==> config.mk <==
export PLATFORM = sky130hd
export DESIGN_NAME = dcache_direct
export DESIGN_NICKNAME = d
export VERILOG_FILES = /design/src/rtl/dcache_pkg.sv /design/src/rtl/dcache_array.sv /design/src/rtl/dcache_direct.sv
export SDC_FILE = /design/constraint.sdc
export NUM_CORES = 2
export LEC_CHECK = 0
export CORE_MARGIN = 1.5
export CORE_UTILIZATION = 45
export CTS_CLUSTER_SIZE = 14
export DETAILED_ROUTE_END_ITERATION = 8
export PLACE_DENSITY = 0.62
export SYNTH_ARGS = -nofsm -noshare
export SYNTH_HDL_FRONTEND = slang
export SYNTH_SLANG_ARGS = --single-unit
export TNS_END_PERCENT = 50
==> constraint.sdc <==
create_clock -name clk -period 10.9 [get_ports clk]
set_clock_uncertainty 0.15 [all_clocks]
set_input_delay 3.27 -clock clk [delete_from_list [all_inputs] [get_ports clk]]
set_output_delay 3.27 -clock clk [all_outputs]
set_load 0.1 [all_outputs]
==> src/rtl/dcache_pkg.sv <==
// Shared types and address/byte helpers for the direct-mapped data cache.
package dcache_pkg;

    typedef enum logic [1:0] {
        IDLE,
        FETCH,
        WRITE
    } dcache_state_t;

    function automatic logic [29:0] addr_idx(input logic [31:0] a, input int idx_w);
        logic [29:0] w;
        w = a[31:2];
        return w & ((30'd1 << idx_w) - 30'd1);
    endfunction

    function automatic logic [29:0] addr_tag(input logic [31:0] a, input int idx_w);
        logic [29:0] w;
        w = a[31:2];
        return w >> idx_w;
    endfunction

    function automatic logic [3:0] byte_be(input logic [1:0] lane);
        return 4'b0001 << lane;
    endfunction

    function automatic logic [31:0] rep_byte(input logic [7:0] b);
        return {4{b}};
    endfunction

endpackage

==> src/rtl/dcache_array.sv <==
// Line storage: valid bits (async clear), tags and byte-writable data words.
module dcache_array
    import dcache_pkg::*;
#(
    parameter int SETS  = 64,
    parameter int IDX_W = 6,
    parameter int TAG_W = 24
) (
    input  logic             clk,
    input  logic             rst_n,
    input  logic [IDX_W-1:0] idx_i,
    output logic             valid_o,
    output logic [TAG_W-1:0] tag_o,
    output logic [31:0]      data_o,
    input  logic             we_i,
    input  logic [3:0]       be_i,
    input  logic [31:0]      wdata_i,
    input  logic             fill_i,
    input  logic [TAG_W-1:0] wtag_i
);

    logic [SETS-1:0]  valid_q;
    logic [TAG_W-1:0] tag_q  [SETS];
    logic [31:0]      data_q [SETS];

    always_ff @(posedge clk or negedge rst_n) begin
        if (!rst_n) begin
            valid_q <= '0;
        end else if (fill_i) begin
            valid_q[idx_i] <= 1'b1;
        end
    end

    // Tag and data are deliberately left unreset; valid gates their use.
    always_ff @(posedge clk) begin
        if (fill_i) begin
            tag_q[idx_i] <= wtag_i;
        end
        if (we_i) begin
            for (int b = 0; b < 4; b++) begin
                if (be_i[b]) begin
                    data_q[idx_i][8*b +: 8] <= wdata_i[8*b +: 8];
                end
            end
        end
    end

    assign valid_o = valid_q[idx_i];
    assign tag_o   = tag_q[idx_i];
    assign data_o  = data_q[idx_i];

endmodule

==> src/rtl/dcache_direct.sv <==
// Direct-mapped write-through no-write-allocate data cache with req/ack memory port.
// Optional saturating hit/miss counters are enabled with DCACHE_STATS_EN.
module dcache_direct
    import dcache_pkg::*;
#(
    parameter int DATA_WIDTH = 32,
    parameter int SETS       = 64
) (
    input  logic                  clk,
    input  logic                  rst_n,
    input  logic                  RE,
    input  logic                  WE,
    input  logic                  StSrc,
    input  logic                  LdSrc,
    input  logic [31:0]           A,
    input  logic [DATA_WIDTH-1:0] WD,
    output logic [DATA_WIDTH-1:0] RD,
    output logic                  Stall,
    output logic                  mem_req,
    output logic                  mem_we,
    output logic [31:0]           mem_addr,
    output logic [DATA_WIDTH-1:0] mem_wdata,
    output logic [3:0]            mem_be,
    input  logic [DATA_WIDTH-1:0] mem_rdata,
    input  logic                  mem_ack,
    output logic [31:0]           hit_count,
    output logic [31:0]           miss_count
);

    localparam int IDX_W = $clog2(SETS);
    localparam int TAG_W = 30 - IDX_W;

    dcache_state_t state_q, state_d;

    logic [IDX_W-1:0] idx;
    logic [TAG_W-1:0] tag;
    logic             line_valid;
    logic [TAG_W-1:0] line_tag;
    logic [31:0]      line_data;
    logic             line_match;
    logic             hit;
    logic [31:0]      lane_sh;
    logic [3:0]       st_be;
    logic [31:0]      st_wdata;
    logic             arr_we;
    logic             arr_fill;
    logic [3:0]       arr_be;
    logic [31:0]      arr_wdata;

    assign idx        = IDX_W'(addr_idx(A, IDX_W));
    assign tag        = TAG_W'(addr_tag(A, IDX_W));
    assign line_match = line_valid && (line_tag == tag);
    assign hit        = RE && line_match;

    assign lane_sh = line_data >> {A[1:0], 3'b000};
    assign RD      = LdSrc ? {24'b0, lane_sh[7:0]} : line_data;

    assign st_be    = StSrc ? byte_be(A[1:0]) : 4'hF;
    assign st_wdata = StSrc ? rep_byte(WD[7:0]) : WD;
    assign mem_addr = {A[31:2], 2'b00};

    dcache_array #(
        .SETS  (SETS),
        .IDX_W (IDX_W),
        .TAG_W (TAG_W)
    ) u_array (
        .clk     (clk),
        .rst_n   (rst_n),
        .idx_i   (idx),
        .valid_o (line_valid),
        .tag_o   (line_tag),
        .data_o  (line_data),
        .we_i    (arr_we),
        .be_i    (arr_be),
        .wdata_i (arr_wdata),
        .fill_i  (arr_fill),
        .wtag_i  (tag)
    );

    always_ff @(posedge clk or negedge rst_n) begin
        if (!rst_n) begin
            state_q <= IDLE;
        end else begin
            state_q <= state_d;
        end
    end

    always_comb begin
        state_d = state_q;
        unique case (state_q)
            IDLE: begin
                if (WE) begin
                    state_d = WRITE;
                end else if (RE && !hit) begin
                    state_d = FETCH;
                end
            end
            FETCH: if (mem_ack) state_d = IDLE;
            WRITE: if (mem_ack) state_d = IDLE;
            default: state_d = IDLE;
        endcase
    end

    // Stall is gated by reset so an aborted miss releases the core at once.
    always_comb begin
        Stall     = 1'b0;
        mem_req   = 1'b0;
        mem_we    = 1'b0;
        mem_be    = 4'h0;
        mem_wdata = st_wdata;
        arr_fill  = 1'b0;
        arr_we    = 1'b0;
        arr_be    = st_be;
        arr_wdata = st_wdata;
        unique case (state_q)
            IDLE: begin
                Stall = rst_n && (WE || (RE && !hit));
            end
            FETCH: begin
                Stall     = 1'b1;
                mem_req   = 1'b1;
                mem_be    = 4'hF;
                arr_fill  = mem_ack;
                arr_we    = mem_ack;
                arr_be    = 4'hF;
                arr_wdata = mem_rdata;
            end
            WRITE: begin
                Stall   = 1'b1;
                mem_req = 1'b1;
                mem_we  = 1'b1;
                mem_be  = st_be;
                arr_we  = mem_ack && line_match;
            end
            default: begin
                Stall = 1'b0;
            end
        endcase
    end

`ifdef DCACHE_STATS_EN
    logic [31:0] hit_cnt_q;
    logic [31:0] miss_cnt_q;

    always_ff @(posedge clk or negedge rst_n) begin
        if (!rst_n) begin
            hit_cnt_q  <= '0;
            miss_cnt_q <= '0;
        end else begin
            if (state_q == IDLE && hit && !WE && hit_cnt_q != '1) begin
                hit_cnt_q <= hit_cnt_q + 32'd1;
            end
            if (state_q == IDLE && state_d == FETCH && miss_cnt_q != '1) begin
                miss_cnt_q <= miss_cnt_q + 32'd1;
            end
        end
    end

    assign hit_count  = hit_cnt_q;
    assign miss_count = miss_cnt_q;
`else
    assign hit_count  = '0;
    assign miss_count = '0;
`endif

endmodule
==> impl_metrics.tcl <==
set metrics [dict create \
    outcome "complete, but fails checks" \
    violations "negative setup slack" \
    classification_of_the_worst_setup_path "primary input to output port" \
    post-layout-total-power_w 0.0312 \
    drc 0 \
    via_count 84400 \
    fillers 24400 \
    rsz0062_at_grt "yes" \
    worst_hold_path.num_cells 1 \
    post_cts_hold_buffer_count 0 \
    cts_tree "yes" \
    synth.ff_latch_count 3650 \
    crit_arrival_ns 7.55 \
    place.port_buffers 203 \
    avgRoutedWirePerCell_um 37.7 \
    number_of_buffers_inserted_during_clock_tree_synthesis 361 \
    min_delay_worst_endpoint "u_array.valid_q[5]" \
    worst-r2r-setup-slack_ns 4.81 \
    hold_slack_ns 0.313 \
    mappedNetlistArea_um2 140000 \
    finalCritPeriodShare_pct 101 \
    grt_pass1_wl_um 656000 \
    crit_chain "buf_8 > and2_2 > a221oi_1 > o22ai_1 > a2111oi_2 > buf_4 > a21oi_1 > nor4_2 > nor3b_1 > nand4_1 > nor3_4 > buf_12 > o221ai_1 > buf_12" \
    layout_setup_ws_ns -0.0691 \
    slew_headroom_pct 18.3 \
    grt_pass1_vias 79900 \
    die_y_um 561 \
    maxClockFrequency_mhz 91.2 \
    max_slew.worst_pin.slew_ns 1.23 \
    r2r_start "u_array.tag_q[55][15]" \
    routed_wl_um 483000 \
    maximum_number_of_pins_on_one_net_before_global_route_repair 66 \
    pwr_cell_area_nw_per_um2 192 \
    timing.critical_path.to_type "output port" \
    final_antenna_net_count 0 \
    worst_setup_hold_path_clk_slew_ns 0.06 \
    globalplace.congestion 0.927 \
    yosys_warnings 0 \
    timing.reg2reg.worst_path_depth 13 \
    design.core.area_um2 309000 \
    regToRegEndpoint "u_array.data_q[2][9]" \
    cellLeakagePower_nw 52.5 \
    critical_path.max_stage_delay_ns 0.63 \
    die_x_um 561 \
    post_layout_nonfiller_instances 12800 \
    area_taken_by_flip_flops_and_latches_um2 109000 \
    hold_path.class "register to register" \
    area_added_between_synthesis_and_finish_pct 16.3 \
    gr_overflow_total 0 \
    asr_flop_ratio_synth_pct 1.81 \
    nNetsFinal 8469 \
    maxCapViolCount 0 \
    critical_path.max_fanout 24 \
    syn_area_per_cell_um2 18.4 \
    post-route-min-period_ns 10.97 \
    synthDistinctLibCells 91 \
    place.detailed.instances 12100 \
    finalSetupViolations 1 \
    min-delay-start "u_array.valid_q[5]" \
    first_pass_iters 6 \
    max-vdd-ir-drop_v 0.000148 \
    floorplan.initialDensity_pct 45.3 \
    critPathSlowestCell "sky130_fd_sc_hd__nor3_4" \
    grt.total_usage_pct 30.0 \
    ys_seq_area_share_pct 77.9 \
    dp_hpwl_um 300000 \
    clock_sink_count 3650 \
    postSynthCellCount 7625 \
    dpl_cell_area_um2 151000 \
    drt_iter0_drc 14400 \
    tns_ns -0.0691 \
    worst-path-buf-inv 4 \
    final_design_area_no_fill_um2 163000 \
    multiInputGateArea_um2 28500 \
    root_buffer_master "sky130_fd_sc_hd__clkbuf_16" \
    cell_family_with_most_cp_delay "simple AND/OR/NAND/NOR gates" \
    critical_path_rt_ns 7.48 \
    cts.path.max_buffers 4 \
    drv_slew 0 \
    clock_latency_of_the_later_clocked_register_in_the_worst_skew_pair_ns 0.96 \
    drive_gt1_share_pct 21.6 \
    setup.worst_path.start_class "primary input" \
    ioPinCount 270 \
    drt-vias-per-instance 6.59 \
    synth-edff-count 3584 \
    hold_fails_final_rpt 0 \
    floorplan.die_area_um2 315000 \
    antenna_found_initial 26 \
    crit_path_frequent_cell "sky130_fd_sc_hd__buf_12" \
    cts-htree-levels 5 \
    synth-main-ff-cell "sky130_fd_sc_hd__edfxtp_1" \
    rows 204 \
]
==> through the flow <==
step	util [%]	setup WS, ns
floorplan	-	-0.199
detailed placement	49.0	-0.673
finish	52.7	-0.0691
CTS	52.7	0.00834
global route	52.7	-0.0777
global placement	49.0	-0.738
==> what timing repair did <==
item,4_1_cts,5_1_grt
resized for setup,31,2
buffers inserted,5,0
setup endpoints to repair,2,2
cloned,4,0
pin swaps,3,0
hold endpoints to repair,0,0
==> cells by family after synthesis <==
kind of cell | Yosys count | share of synthesized area, %
adder cells (fa/ha/maj) | 4 | 0.0357
buffers and inverters | 641 | 2.45
AO/OA/AOI/OAI | 1633 | 8.70
AND/OR/NAND/NOR | 1023 | 3.51
other | 1 | 0.00267
flip-flops | 3650 | 77.9
XOR/XNOR | 13 | 0.0812
multiplexers | 660 | 7.33
==> state kept, by name (all words and copies together) (netlist names) <==
| name | flops |
|---|---|
| state_q | 2 |
| u_array.data_q | 2048 |
| u_array.tag_q | 1536 |
| u_array.valid_q | 64 |
==> synthesized netlist by cell type, types with 17 or more instances <==
| cell type | n | area (um^2) |
|---|---|---|
| sky130_fd_sc_hd__edfxtp_1 | 3584 | 108000 |
| sky130_fd_sc_hd__a22oi_1 | 588 | 4410 |
| sky130_fd_sc_hd__nor2_1 | 441 | 1660 |
| sky130_fd_sc_hd__mux4_2 | 282 | 6350 |
| sky130_fd_sc_hd__mux2i_1 | 266 | 2660 |
| sky130_fd_sc_hd__a221oi_1 | 254 | 2220 |
| sky130_fd_sc_hd__clkbuf_1 | 246 | 923 |
| sky130_fd_sc_hd__nand2_1 | 198 | 743 |
| sky130_fd_sc_hd__a22o_1 | 152 | 1330 |
| sky130_fd_sc_hd__a21oi_1 | 151 | 756 |
| sky130_fd_sc_hd__a31oi_1 | 131 | 820 |
| sky130_fd_sc_hd__buf_4 | 118 | 886 |
| sky130_fd_sc_hd__mux2_2 | 112 | 1260 |
| sky130_fd_sc_hd__buf_2 | 98 | 490 |
| sky130_fd_sc_hd__o21ai_0 | 95 | 475 |
| sky130_fd_sc_hd__o22ai_1 | 87 | 544 |
| sky130_fd_sc_hd__buf_1 | 86 | 323 |
| sky130_fd_sc_hd__nand4_1 | 67 | 419 |
| sky130_fd_sc_hd__or2_2 | 67 | 419 |
| sky130_fd_sc_hd__dfrtp_1 | 66 | 1650 |
| sky130_fd_sc_hd__nand3_1 | 55 | 275 |
| sky130_fd_sc_hd__buf_6 | 53 | 597 |
| sky130_fd_sc_hd__inv_1 | 31 | 116 |
| sky130_fd_sc_hd__nor4_1 | 29 | 181 |
| sky130_fd_sc_hd__nor3_1 | 27 | 135 |
| sky130_fd_sc_hd__a222oi_1 | 22 | 220 |
| sky130_fd_sc_hd__nand2b_1 | 22 | 138 |
| sky130_fd_sc_hd__a221o_1 | 19 | 190 |
| sky130_fd_sc_hd__and3_1 | 18 | 113 |
| sky130_fd_sc_hd__o22a_1 | 18 | 158 |
| sky130_fd_sc_hd__or4_1 | 17 | 128 |
==> power breakdown <==
part	switching [W]	total [W]	internal (W)
combinational	0.00232	0.00307	0.000749
sequential	0.0000321	0.0161	0.0160
clock	0.00539	0.0121	0.00672
==> layout make-up <==
class | instances | share of cell area (%)
Multi-Input combinational cell | 3399 | 17.5
Tap cell | 4120 | 3.16
Inverter | 34 | 0.0828
Antenna cell | 17 | 0.0261
Clock buffer | 464 | 5.86
Sequential cell | 3650 | 67.0
Timing Repair Buffer | 916 | 5.32
Clock inverter | 202 | 1.09
==> cell usage in the layout (no fill, tap or decap), types with 91 or more instances in the layout <==
| cell | netlist | final |
|---|---|---|
| sky130_fd_sc_hd__a22oi_1 | 588 | 588 |
| sky130_fd_sc_hd__nand2_1 | 198 | 198 |
| sky130_fd_sc_hd__mux2i_1 | 266 | 264 |
| sky130_fd_sc_hd__buf_12 | 0 | 105 |
| sky130_fd_sc_hd__o21ai_0 | 95 | 93 |
| sky130_fd_sc_hd__a221oi_1 | 254 | 254 |
| sky130_fd_sc_hd__a31oi_1 | 131 | 130 |
| sky130_fd_sc_hd__a22o_1 | 152 | 152 |
| sky130_fd_sc_hd__buf_4 | 118 | 639 |
| sky130_fd_sc_hd__nor2_1 | 441 | 372 |
| sky130_fd_sc_hd__a21oi_1 | 151 | 151 |
| sky130_fd_sc_hd__edfxtp_1 | 3584 | 3584 |
| sky130_fd_sc_hd__mux4_2 | 282 | 282 |
| sky130_fd_sc_hd__clkbuf_16 | 0 | 363 |
| sky130_fd_sc_hd__clkdlybuf4s50_1 | 0 | 134 |
| sky130_fd_sc_hd__mux2_2 | 112 | 112 |
| sky130_fd_sc_hd__clkbuf_1 | 246 | 91 |
==> routing by layer <==
metal  global-route usage [%]  vias to the layer above  wire length, um
met1                     39.8                    43700           172000
met5                   0.0452                        -              127
met2                     46.3                     6578           220000
met4                     16.1                       20            29800
met3                     6.83                     1175            60100
li1                         -                    32900                -
==> worst max-delay path by stage <==
| stage | cells past startpoint | slack (ns) | endpoint | start |
|---|---|---|---|---|
| final | 14 | -0.07 | Stall | A[3] |
| after global routing | 15 | -0.08 | Stall | A[2] |
| after floorplan | 16 | -0.20 | RD[4] | A[3] |
| after CTS | 14 | 0.008 | Stall | A[3] |
| after global placement | 15 | -0.74 | Stall | A[2] |
| after detailed placement | 15 | -0.67 | Stall | A[2] |
Power figures use the tool's default switching activity.
